<file path="config.mk">
export PLATFORM = sky130hd
export DESIGN_NAME = mlp_mac_sequencer
export DESIGN_NICKNAME = d
export VERILOG_FILES = /design/src/rtl/mlp_pkg.sv /design/src/rtl/sat_mac_unit.sv /design/src/rtl/mlp_mac_sequencer.sv
export SDC_FILE = /design/constraint.sdc
export NUM_CORES = 1
export LEC_CHECK = 0
export BUFFER_PORTS_ARGS = -buffer_cell sky130_fd_sc_hd__buf_2
export CORE_MARGIN = 1.5
export CORE_UTILIZATION = 55
export DETAILED_ROUTE_END_ITERATION = 6
export HOLD_SLACK_MARGIN = 0.03
export PLACE_DENSITY = 0.76
export RECOVER_POWER = 100
export SETUP_SLACK_MARGIN = 0.1
export SLEW_MARGIN = 20
export SYNTH_ARGS = -nofsm -noshare
export SYNTH_HDL_FRONTEND = slang
export SYNTH_SLANG_ARGS = --single-unit
export TNS_END_PERCENT = 1
</file>
<file path="constraint.sdc">
create_clock -name clk -period 6.7 [get_ports clk]
set_input_delay 0.67 -clock clk [delete_from_list [all_inputs] [get_ports clk]]
set_output_delay 0.67 -clock clk [all_outputs]
set_load 0.02 [all_outputs]
</file>
<file path="src/rtl/mlp_pkg.sv">
// Shared FSM state type and saturation constant for the MLP MAC sequencer.
package mlp_pkg;

    typedef enum logic [1:0] {
        IDLE = 2'd0,
        REQ  = 2'd1,
        ACC  = 2'd2,
        HOLD = 2'd3
    } mlp_seq_state_t;

    localparam int unsigned              MLP_DATA_SIZE = 8;
    localparam logic [MLP_DATA_SIZE-1:0] MLP_SAT_MAX   = '1;

endpackage

</file>
<file path="src/rtl/sat_mac_unit.sv">
// Combinational saturating multiply-accumulate step: acc_next = sat(acc + w*x).
module sat_mac_unit
    import mlp_pkg::*;
#(
    parameter int unsigned          DATA_SIZE = MLP_DATA_SIZE,
    parameter logic [DATA_SIZE-1:0] SAT_MAX   = MLP_SAT_MAX
) (
    input  logic [DATA_SIZE-1:0] acc,
    input  logic [DATA_SIZE-1:0] w,
    input  logic [DATA_SIZE-1:0] x,
    output logic [DATA_SIZE-1:0] acc_next,
    output logic                 sat
);

    localparam int unsigned PROD_W = 2 * DATA_SIZE;

    logic [PROD_W-1:0]  w_prod;
    logic [DATA_SIZE:0] w_sum;
    logic               w_prod_over;
    logic               w_sum_over;

    assign w_prod      = PROD_W'(w) * PROD_W'(x);
    assign w_prod_over = w_prod > PROD_W'(SAT_MAX);
    // The low product bits only matter when the product itself fits in DATA_SIZE.
    assign w_sum       = {1'b0, acc} + {1'b0, w_prod[DATA_SIZE-1:0]};
    assign w_sum_over  = w_sum > {1'b0, SAT_MAX};

    assign sat      = w_prod_over | w_sum_over;
    assign acc_next = sat ? SAT_MAX : w_sum[DATA_SIZE-1:0];

endmodule

</file>
<file path="src/rtl/mlp_mac_sequencer.sv">
// Sequences one saturating matrix-vector product through an external weight memory.
// Optional build macro MLP_SEQ_SAT_FLAG_EN adds the per-row sat_flags output.
module mlp_mac_sequencer
    import mlp_pkg::*;
#(
    parameter int unsigned MAX_COLS_ROWS    = 4,
    parameter int unsigned MAX_WEIGHTS_SIZE = 32,
    parameter int unsigned DATA_SIZE        = MLP_DATA_SIZE,
    parameter int unsigned MAX_COL_ROW_BITS = 4
) (
    input  logic                                clk,
    input  logic                                rst_n,
    input  logic                                start,
    input  logic [MAX_COL_ROW_BITS-1:0]         rows,
    input  logic [MAX_COL_ROW_BITS-1:0]         cols,
    input  logic [DATA_SIZE*MAX_COLS_ROWS-1:0]  layer_input,
    output logic                                busy,
    output logic                                w_en,
    output logic [$clog2(MAX_WEIGHTS_SIZE)-1:0] w_addr,
    input  logic [DATA_SIZE-1:0]                w_data,
    output logic                                out_valid,
    input  logic                                out_ready,
    output logic [DATA_SIZE*MAX_COLS_ROWS-1:0]  output_values,
    output logic                                err
`ifdef MLP_SEQ_SAT_FLAG_EN
    ,
    output logic [MAX_COLS_ROWS-1:0]            sat_flags
`endif
);

    localparam int unsigned ADDR_W = $clog2(MAX_WEIGHTS_SIZE);
    localparam int unsigned IDX_W  = (MAX_COLS_ROWS > 1) ? $clog2(MAX_COLS_ROWS) : 1;
    localparam int unsigned DIM_W  = MAX_COL_ROW_BITS;

    localparam logic [DIM_W-1:0] MAX_DIM = DIM_W'(MAX_COLS_ROWS);
    localparam logic [DIM_W-1:0] ONE_DIM = DIM_W'(1);
    localparam logic [IDX_W-1:0] ONE_IDX = IDX_W'(1);

    mlp_seq_state_t r_state;
    mlp_seq_state_t w_next_state;

    logic [DIM_W-1:0]     r_rows;
    logic [DIM_W-1:0]     r_cols;
    logic [IDX_W-1:0]     r_i;
    logic [IDX_W-1:0]     r_j;
    logic [DATA_SIZE-1:0] r_x   [MAX_COLS_ROWS];
    logic [DATA_SIZE-1:0] r_acc [MAX_COLS_ROWS];
    logic                 r_err;

    logic                 w_idle_start;
    logic                 w_dims_over;
    logic                 w_dims_zero;
    logic                 w_accept;
    logic                 w_accept_zero;
    logic                 w_last_i;
    logic                 w_last_j;
    logic [ADDR_W-1:0]    w_addr_calc;
    logic [DATA_SIZE-1:0] w_acc_next;
    logic                 w_sat;

    assign w_idle_start  = (r_state == IDLE) && start;
    assign w_dims_over   = (rows > MAX_DIM) || (cols > MAX_DIM);
    assign w_dims_zero   = (rows == '0) || (cols == '0);
    assign w_accept      = w_idle_start && !w_dims_over && !w_dims_zero;
    assign w_accept_zero = w_idle_start && !w_dims_over && w_dims_zero;

    assign w_last_i    = (DIM_W'(r_i) + ONE_DIM) == r_rows;
    assign w_last_j    = (DIM_W'(r_j) + ONE_DIM) == r_cols;
    assign w_addr_calc = ADDR_W'(r_i) * ADDR_W'(r_cols) + ADDR_W'(r_j);

    sat_mac_unit #(
        .DATA_SIZE (DATA_SIZE),
        .SAT_MAX   ({DATA_SIZE{1'b1}})
    ) u_sat_mac (
        .acc      (r_acc[r_i]),
        .w        (w_data),
        .x        (r_x[r_j]),
        .acc_next (w_acc_next),
        .sat      (w_sat)
    );

    // NOTE: sequential state uses non-blocking assignments so every flop samples pre-edge values.
    always_ff @(posedge clk or negedge rst_n) begin
        if (!rst_n) begin
            r_state <= IDLE;
        end else begin
            r_state <= w_next_state;
        end
    end

    // NOTE: every output gets a default before the case so no latch is inferred.
    always_comb begin
        w_next_state = r_state;
        busy         = (r_state != IDLE);
        w_en         = 1'b0;
        w_addr       = '0;
        out_valid    = 1'b0;
        unique case (r_state)
            IDLE: begin
                if (w_accept) begin
                    w_next_state = REQ;
                end else if (w_accept_zero) begin
                    w_next_state = HOLD;
                end
            end
            REQ: begin
                w_en         = 1'b1;
                w_addr       = w_addr_calc;
                w_next_state = ACC;
            end
            ACC: begin
                w_next_state = (w_last_i && w_last_j) ? HOLD : REQ;
            end
            HOLD: begin
                out_valid = 1'b1;
                if (out_ready) begin
                    w_next_state = IDLE;
                end
            end
            default: w_next_state = IDLE;
        endcase
    end

    // NOTE: the accumulator array is tiny and must read 0 out of reset, so it is reset like any flop.
    always_ff @(posedge clk or negedge rst_n) begin
        if (!rst_n) begin
            r_rows <= '0;
            r_cols <= '0;
            r_i    <= '0;
            r_j    <= '0;
            r_err  <= 1'b0;
            for (int k = 0; k < MAX_COLS_ROWS; k++) begin
                r_x[k]   <= '0;
                r_acc[k] <= '0;
            end
        end else begin
            r_err <= w_idle_start && w_dims_over;
            if (w_accept || w_accept_zero) begin
                r_rows <= rows;
                r_cols <= cols;
                r_i    <= '0;
                r_j    <= '0;
                for (int k = 0; k < MAX_COLS_ROWS; k++) begin
                    r_x[k]   <= layer_input[k*DATA_SIZE +: DATA_SIZE];
                    r_acc[k] <= '0;
                end
            end else if (r_state == ACC) begin
                r_acc[r_i] <= w_acc_next;
                if (w_last_j) begin
                    r_j <= '0;
                    if (!w_last_i) begin
                        r_i <= r_i + ONE_IDX;
                    end
                end else begin
                    r_j <= r_j + ONE_IDX;
                end
            end
        end
    end

    assign err = r_err;

    for (genvar g = 0; g < MAX_COLS_ROWS; g++) begin : g_out
        assign output_values[g*DATA_SIZE +: DATA_SIZE] = r_acc[g];
    end

`ifdef MLP_SEQ_SAT_FLAG_EN
    logic [MAX_COLS_ROWS-1:0] r_sat_flags;

    always_ff @(posedge clk or negedge rst_n) begin
        if (!rst_n) begin
            r_sat_flags <= '0;
        end else if (w_accept || w_accept_zero) begin
            r_sat_flags <= '0;
        end else if ((r_state == ACC) && w_sat) begin
            r_sat_flags[r_i] <= 1'b1;
        end
    end

    assign sat_flags = r_sat_flags;
`else
    logic w_unused_sat;
    assign w_unused_sat = w_sat;
`endif

endmodule

</file>
==> reports/metrics.yaml <==
rsz0062_at_grt: "no"
crit_top_cell: "inv_1"
post-place-ws_ns: 0.544
setup.worst_path.start_class: "flip-flop"
critPathKind: "flip-flop to flip-flop"
core_um2: 11500
tns_ns: 0
drive_above_1_share_pct: 12.6
synth_common_cells: "nand2_1, dfrtp_1, and2_1"
ys.flop_type: "dfrtp_1"
report.final.slew_viol_count: 155
firstDrtPassIters: 7
tightestPinTransition_ns: 4.21
syn_nets: 856
postCtsSetupBuffers: 0
cp-startpoint: "r_j[0]$_DFFE_PN0P_"
cp_max_fo: 32
syn_avg_cell_area_um2: 9.20
cts_resized: 0
die_w_um: 112
final_antenna_net_count: 0
drv_cap: 2
synth_edf_count: 0
grt_pass1_wl_um: 25900
synth_cell_types: 53
die_y_um: 112
min-delay-start: "r_x[21]$_DFFE_PN0N_"
violations: "DRC, capacitance limit, slew limit"
routed_wl_um: 15400
critPathBufInv: 6
ys_seq_elements: 79
slowest_delay_ns: 0.67
route.detailed.drc: 2
grt.overflow.total: 0
hpwlAfterDp_um: 11600
cts_tree: "built"
clk_latency_ns: 0.34
hold_path_class: "flip-flop to flip-flop"
via_per_inst: 5.82
cp_top_family: "adder cells"
num_rows: 39
synth.most_common_cell: "nand2_1"
nets: 933
dieArea_um2: 12500
final_util_pct: 63.3
cts_buffers: 9
antenna_found_initial: 0
worst_slack_ns: 0.518
arrival_ns: 6.38
wl_per_cell_um: 16.4
syn2layout_area_growth_pct: 11.6
clk_pin_slew_ns: 0.06
hold_viol: 0
cts_sinks: 79
start_util_pct: 56.7
cp-end-kind: "flip-flop"
synth_warnings: 0
antenna_cells: 0
yosysTopAreaCell: "dfrtp_1"
synth_area_um2: 6530
cts-root-buf: "clkbuf_16"
required_ns: 6.90
async_reset_ff_share_pct: 100
io_pins: 93
grt_pass1_vias: 5500
synth_area_leaders: "dfrtp_1, fa_1, ha_1"
portBuffers: 92
timing.final.crit_share_pct: 92.3
max_slew_margin_pct: -181
cp_slowest_cell: "dfrtp_1"
syn_inst: 710
outcome: "finished, violations left"
place.gp.congestion: 0.912
skew_ns: 0.00577
max-clock-path-buffers: 2
drt_iter0_drc: 374
ys_seq_area_share_pct: 30.3
rr_startpoint: "r_j[0]$_DFFE_PN0P_"
htreeDepth: 3
crit_chain: "mux4_2 > and2_0 > fa_1 > inv_1 > fa_1 > inv_1 > fa_1 > inv_1 > fa_1 > inv_1 > ha_1 > xnor2_1 > ha_1 > inv_1 > o221ai_1 > a2111oi_2 > nand4_1 > nor4bb_4 > clkbuf_4 > a21oi_1"
yosysTopAreaCellShare_pct: 30.3
layout_min_cycle_time_ns: 6.18
ctsHoldBuffers: 0
track_usage_pct: 25.6
grt_max_degree: 80
setup_viol: 0
fmaxAchievable_mhz: 162
vias: 5445
==> final timing paths <==
kind | to | slack (ns) | depth (start not counted)
worst min-delay path | r_x[21]$_DFFE_PN0N_ | 0.47 | 2
worst max-delay path | output_values[26]$_DFFE_PN0P_ | 0.52 | 20
max in group asynchronous | output_values[31]$_DFFE_PN0P_ | 2.53 | 1
worst min register to register | r_x[21]$_DFFE_PN0N_ | 0.47 | 2
min in group asynchronous | r_x[10]$_DFFE_PN0N_ | 1.82 | 1
worst max register to register | output_values[26]$_DFFE_PN0P_ | 0.52 | 20
==> through the flow <==
| step | cells | hold WS [ns] | area [um^2] |
|---|---|---|---|
| 2_1_floorplan | 710 | 0.374 | 6530 |
| 3_3_place_gp | 919 | 0.458 | 7060 |
| 3_5_place_dp | 919 | 0.462 | 7060 |
| 4_1_cts | 935 | 0.478 | 7370 |
| 5_1_grt | 935 | 0.485 | 7280 |
| 6_report | 935 | 0.474 | 7280 |
==> sequential cells by signal, indices dropped and copies added (netlist names) <==
| register | cells |
|---|---|
| r_state | 2 |
| err | 1 |
| r_j | 2 |
| r_i | 2 |
| r_rows | 4 |
| output_values | 32 |
| r_cols | 4 |
| r_x | 32 |
==> cell type report <==
type	instances	area, um^2
inverter	60	225
timing repair buffer	97	439
multi-input combinational	540	4160
sequential	79	1980
tap	143	179
clock buffer	10	239
fill	972	4230
clock inverter	6	68.8
==> kinds of logic (layout without fill, tap and decap cells) <==
group / count (synthesis) / after routing / share of synthesized area, %
buf+inv: 91 / 173 / 5.92
mux: 18 / 18 / 5.83
simple gates: 287 / 287 / 20.8
compound gates: 121 / 121 / 12.0
xor+xnor: 20 / 20 / 2.68
flops: 79 / 79 / 30.3
fa+ha+maj: 94 / 94 / 22.5
==> routing by layer <==
metal / wire [um] / track usage (%) / share of wire, %
met2: 7710 / 44.1 / 50
met1: 6610 / 33.5 / 43
met5: 0 / 0 / 0
met3: 765 / 4.08 / 5.0
met4: 293 / 8.19 / 1.9
==> worst register-to-register path, stage by stage, from the launching register on <==
cell	delay (ns)
dfrtp_1	0.67
mux4_2	0.65
and2_0	0.21
fa_1	0.53
inv_1	0.05
fa_1	0.48
inv_1	0.06
fa_1	0.52
inv_1	0.05
fa_1	0.52
inv_1	0.04
ha_1	0.35
xnor2_1	0.17
ha_1	0.21
inv_1	0.06
o221ai_1	0.13
a2111oi_2	0.30
nand4_1	0.19
nor4bb_4	0.27
clkbuf_4	0.42
a21oi_1	0.16
==> cells in the final DEF, fill, tap and decap left out, types with 12 or more instances in the layout <==
cell type  instances
a21oi_1           66
and2_1            65
buf_2             51
clkbuf_1          43
dfrtp_1           79
fa_1              39
ha_1              55
inv_1             60
mux4_2            16
nand2_1          145
nor2_1            13
nor3_1            27
xnor2_1           12
Power is left out: the tool's default activity adds up to more than one toggle a clock period on the data nets, which glitch-free logic cannot reach.
